### src/rtl/time_split_ctrl.sv
// Drives the shared divider to split an elapsed centisecond count into min/sec/centis.
// Two back-to-back divides (T/100, then seconds/60); remainders are formed locally.
module time_split_ctrl #(
  parameter int DIV_CS  = 100,
  parameter int DIV_S   = 60,
  parameter int TIMEOUT = 127
) (
  input  logic        clk,
  input  logic        reset,
  input  logic        start,
  input  logic [15:0] time_cs,
  output logic        busy,
  output logic        valid,
  output logic        err,
  output logic [3:0]  minutes,
  output logic [5:0]  seconds,
  output logic [6:0]  centis,
  output logic        div_init,
  output logic [15:0] div_op_a,
  output logic [15:0] div_op_b,
  input  logic        div_done,
  input  logic [31:0] div_result
);

  localparam int CW = $clog2(TIMEOUT + 1);

  typedef enum logic [2:0] {
    S_IDLE, S_REL1, S_REQ1, S_WAIT1, S_REL2, S_REQ2, S_WAIT2, S_FIN
  } state_e;

  state_e        state_q, state_d;
  logic [CW-1:0] cnt_q, cnt_d;
  logic [15:0]   t_q, t_d;
  logic [15:0]   q1_q, q1_d;
  logic [6:0]    cen_tmp_q, cen_tmp_d;
  logic [3:0]    min_q, min_d;
  logic [5:0]    sec_q, sec_d;
  logic [6:0]    cen_q, cen_d;
  logic          err_q, err_d;
  logic [15:0]   op_a_q, op_a_d;
  logic [15:0]   op_b_q, op_b_d;

  logic [15:0] quot;
  logic [15:0] cs_rem;
  logic [15:0] s_rem;
  logic        tmo;
  logic        unused_result_hi;

  assign quot             = div_result[15:0];
  assign unused_result_hi = ^div_result[31:16];
  // Q*divisor never exceeds the dividend, so 16-bit products cannot overflow.
  assign cs_rem = t_q - quot * 16'(DIV_CS);
  assign s_rem  = q1_q - quot * 16'(DIV_S);
  assign tmo    = (cnt_q == CW'(TIMEOUT - 1));

  always_comb begin
    state_d   = state_q;
    cnt_d     = cnt_q;
    t_d       = t_q;
    q1_d      = q1_q;
    cen_tmp_d = cen_tmp_q;
    min_d     = min_q;
    sec_d     = sec_q;
    cen_d     = cen_q;
    err_d     = err_q;
    op_a_d    = op_a_q;
    op_b_d    = op_b_q;

    unique case (state_q)
      S_IDLE: begin
        if (start) begin
          t_d     = time_cs;
          err_d   = 1'b0;
          state_d = S_REL1;
        end
      end
      // The divider ignores init while done is still high from its last run.
      S_REL1, S_REL2: begin
        if (!div_done) begin
          state_d = (state_q == S_REL1) ? S_REQ1 : S_REQ2;
          op_a_d  = (state_q == S_REL1) ? t_q : q1_q;
          op_b_d  = (state_q == S_REL1) ? 16'(DIV_CS) : 16'(DIV_S);
        end else if (tmo) begin
          err_d   = 1'b1;
          state_d = S_IDLE;
        end else begin
          cnt_d = cnt_q + 1'b1;
        end
      end
      S_REQ1:  state_d = S_WAIT1;
      S_REQ2:  state_d = S_WAIT2;
      S_WAIT1, S_WAIT2: begin
        if (div_done) begin
          if (state_q == S_WAIT1) begin
            q1_d      = quot;
            cen_tmp_d = cs_rem[6:0];
            state_d   = S_REL2;
          end else begin
            min_d   = quot[3:0];
            sec_d   = s_rem[5:0];
            cen_d   = cen_tmp_q;
            state_d = S_FIN;
          end
        end else if (tmo) begin
          err_d   = 1'b1;
          state_d = S_IDLE;
        end else begin
          cnt_d = cnt_q + 1'b1;
        end
      end
      S_FIN:   state_d = S_IDLE;
      default: state_d = S_IDLE;
    endcase

    if (state_d != state_q) cnt_d = '0;
  end

  always_ff @(posedge clk or posedge reset) begin
    if (reset) begin
      state_q   <= S_IDLE;
      cnt_q     <= '0;
      t_q       <= '0;
      q1_q      <= '0;
      cen_tmp_q <= '0;
      min_q     <= '0;
      sec_q     <= '0;
      cen_q     <= '0;
      err_q     <= 1'b0;
      op_a_q    <= '0;
      op_b_q    <= '0;
    end else begin
      state_q   <= state_d;
      cnt_q     <= cnt_d;
      t_q       <= t_d;
      q1_q      <= q1_d;
      cen_tmp_q <= cen_tmp_d;
      min_q     <= min_d;
      sec_q     <= sec_d;
      cen_q     <= cen_d;
      err_q     <= err_d;
      op_a_q    <= op_a_d;
      op_b_q    <= op_b_d;
    end
  end

  assign busy     = (state_q != S_IDLE) && (state_q != S_FIN);
  assign valid    = (state_q == S_FIN);
  assign div_init = (state_q == S_REQ1) || (state_q == S_REQ2);
  assign err      = err_q;
  assign minutes  = min_q;
  assign seconds  = sec_q;
  assign centis   = cen_q;
  assign div_op_a = op_a_q;
  assign div_op_b = op_b_q;

endmodule

### config.mk
export PLATFORM = sky130hd
export DESIGN_NAME = time_split_ctrl
export DESIGN_NICKNAME = d
export VERILOG_FILES = /design/src/rtl/time_split_ctrl.sv
export SDC_FILE = /design/constraint.sdc
export NUM_CORES = 1
export LEC_CHECK = 0
export ABC_AREA = 0
export CAP_MARGIN = 20
export CORE_MARGIN = 2
export CORE_UTILIZATION = 44
export DETAILED_ROUTE_END_ITERATION = 8
export HOLD_SLACK_MARGIN = 0.12
export PLACE_DENSITY = 0.78
export SYNTH_ARGS = -nofsm -noshare
export SYNTH_HDL_FRONTEND = slang
export SYNTH_SLANG_ARGS = --single-unit
### constraint.sdc
create_clock -name clk -period 2.55 [get_ports clk]
set_input_delay 0.51 -clock clk [delete_from_list [all_inputs] [get_ports clk]]
set_output_delay 0.51 -clock clk [all_outputs]
set_load 0.005 [all_outputs]
==> qor.csv <==
metric,value,unit
Die Y,100,um
CTS H-tree lvls,3,
# fillers,767,
final setup fails,0,
DP Wirelength,6180,um
clock sink total,86,
first-pass GRT wire length,14500,um
placed cell area,5000,um2
RSZ-0062 raised after global routing,false,
Syn Area/Cell,11.6,um2
DR iter-0 viols,157,
post-synth top area cell,dfrtp_1,
routed vias,2852,
Synth top cells by count,"dfrtp_1 (86), nand2_1 (54), mux2_2 (42)",
mapped cell area,4080,um2
crit path kind,input port to flip-flop,
Finished Layout Cells,552,
diodes inserted,0,
Worst Hold Class,flip-flop to flip-flop,
TritonCTS buffer count,9,
Die Wd,100,um
Final #Nets,503,
fin crit period,2.34,ns
VDD IR max,0.628,mV
count of input and output buffers,77,
Reg area,2150,um2
CP most frequent cell,ha_1,
worst path bufs/invs,2,
total core area,9110,um2
placed cells,536,
CP cell instances,dlygate4sd2_1 -> ha_1 -> ha_1 -> ha_1 -> inv_1 -> ha_1 -> nand2_1 -> o21ai_0 -> xnor2_1 -> o21ai_1,
CTS tree,built,
worst hold stages,2,
CP startpoint kind,input port,
CP required,2.78,ns
reg2reg path depth,4,
clock tree root buffer cell,clkbuf_8,
part of the cycle the worst path needs,0.916,
Post-synth top flop,dfrtp_1,
drt total wl,8690,um
drt first pass iters,4,
Pwr Density,1090,nW/um2
row count,35,
total track usage,0.185,
share of layout cells above drive strength 1,0.195,
Placer Congestion,0.785,
cell with the most instances after synthesis,dfrtp_1,
Hold Fails Final Rpt,0,
drt drc,0,
post-layout util,0.573,
Max clock buf depth,2,
Post-synth EDFFs,0,
Mapped Cells,351,
effective utilization at floorplan,0.448,
DR vias/cell,5.17,
Max Clk Rate,0.428,GHz
Synth top area share,0.527,
vias in the first global route,2957,
distinct cell type count after synthesis,50,
relative slew slack,0.478,
Post-DRT Antenna Nets,0,
total of max-cap violations,0,
"delay-heaviest family, CP",adder cells,
outcome,"complete, no violations",
I/O pin cnt,105,
Die ar.,10100,um2
Leak,2.36,nW
CP Depth,10,
Layout area overhead,27.8,%
worst path arrival time,2.57,ns
combined area of the multi-input logic cells,1720,um2
synth top area cells,"dfrtp_1 (53%), mux2_2 (12%), nand2_1 (5.0%)",
worst-margin pin slew,0.783,ns
sequential share of the synthesized area,0.527,
"Max FO, Critical Path",3,
initial antenna violation count,0,
Setup crit end kind,flip-flop,
GR Overflow Total,0,
Skew-Pair Late Insertion Delay,0.36,ns
Final Cell Area,5220,um2
cts hold-fix bufs,0,
pin count of the biggest net entering global routing,34,
Routed WL per cell,15.7,um
Seq cells post-synth,86,
Synth async-reset ratio,1.00,
Final Slew Violations,0,
Clock Skew,0.0193,ns
Yosys Warn Count,0,
Clock transition at path regs,0.09,ns
crit path max-delay cell type,ha_1,
"slowest stage delay, CP",0.33,ns
power by group:
part,switching [mW],internal [mW]
Sequential,0.373,1.95
Combinational,1.01,1.33
Clock,0.545,0.475
worst min-delay path, stage by stage, from the launching register on:
cell and delay, ns:
dfrtp_1 0.35, nand2_1 0.05, nand2_1 0.06
layout make-up:
type                            count  area share
Clock buffer                        9      0.0238
Multi-Input combinational cell    229       0.330
Inverter                           16      0.0122
Clock inverter                      7      0.0173
Tap cell                          111      0.0266
Timing Repair Buffer               94       0.177
Sequential cell                    86       0.413
final timing paths:
path,endpoint,from,slack (ns)
hold / removal,div_op_a[12]$_DFFE_PP0P_,div_op_a[12]$_DFFE_PP0P_,0.48
min in group asynchronous,t_q[12]$_DFFE_PP0P_,reset,0.61
max in group asynchronous,seconds[5]$_DFFE_PP0P_,reset,1.36
hold reg to reg,div_op_a[12]$_DFFE_PP0P_,div_op_a[12]$_DFFE_PP0P_,0.48
setup reg to reg,div_op_a[3]$_DFFE_PP0P_,state_q[0]$_DFF_PP0_,0.80
setup / recovery,seconds[5]$_DFFE_PP0P_,div_result[1],0.21
placed cells by master, fill, tap and decap left out, types with 2 or more instances in the layout:
cell	Yosys	routed
dfrtp_1	86	86
clkdlybuf4s50_1	0	75
nand2_1	54	54
mux2_2	42	42
o21ai_0	23	22
inv_1	16	15
buf_4	14	15
a22oi_1	14	14
ha_1	13	13
conb_1	1	11
nor2_1	9	9
clkbuf_8	0	9
xnor2_1	7	7
a21oi_1	5	5
nor3_1	4	4
nor2b_1	3	3
xor2_1	3	3
and3_1	3	3
nand3_1	3	3
clkinvlp_4	0	3
nor4b_4	2	2
o31ai_1	2	2
a21o_1	2	2
or3_1	2	2
o22ai_1	2	2
fa_1	2	2
inv_6	0	2
buf_12	0	2
what timing repair did:
item                                    4_1_cts  5_1_grt
buffers inserted                              0        0
endpoints found under the setup margin        1        1
pin swaps                                     0        1
gates resized for setup                       1        2
through the flow:
stage | hold slack (ns) | setup TNS, ns | worst slack, ns | power, mW
2_1_floorplan | 0.445 | 0 | 0.230 | 3.71
3_3_place_gp | 0.459 | -0.479 | -0.306 | 4.60
3_5_place_dp | 0.467 | -0.633 | -0.381 | 4.72
4_1_cts | 0.487 | 0 | 0.0163 | 5.75
5_1_grt | 0.515 | 0 | 0.101 | 6.12
6_report | 0.483 | 0 | 0.213 | 5.69
per-layer routing:
layer | global-route usage | vias to the layer above | share of wire | wire length (um)
li1 | - | 1363 | - | -
met1 | 0.234 | 1412 | 0.43 | 3760
met2 | 0.308 | 72 | 0.50 | 4380
met3 | 0.0529 | 5 | 0.054 | 471
met4 | 0.0558 | 0 | 0.0094 | 82
met5 | 0 | - | 0 | 0
cell families after synthesis:
family,count (synthesis),synth area share
buf+inv,46,0.0616
compound gates,59,0.0966
mux,43,0.118
flops,86,0.527
other cells,1,0.000919
fa+ha+maj,15,0.0497
xor+xnor,13,0.0377
simple gates,88,0.108
sequential cells by signal (all words and copies together), names as in the netlist:
| name | count |
|---|---|
| cen_tmp_q | 7 |
| centis | 7 |
| cnt_q | 7 |
| div_op_a | 16 |
| div_op_b | 3 |
| err | 1 |
| minutes | 4 |
| q1_q | 16 |
| seconds | 6 |
| state_q | 3 |
| t_q | 16 |
Note: power is estimated with default switching activity, not from simulation.
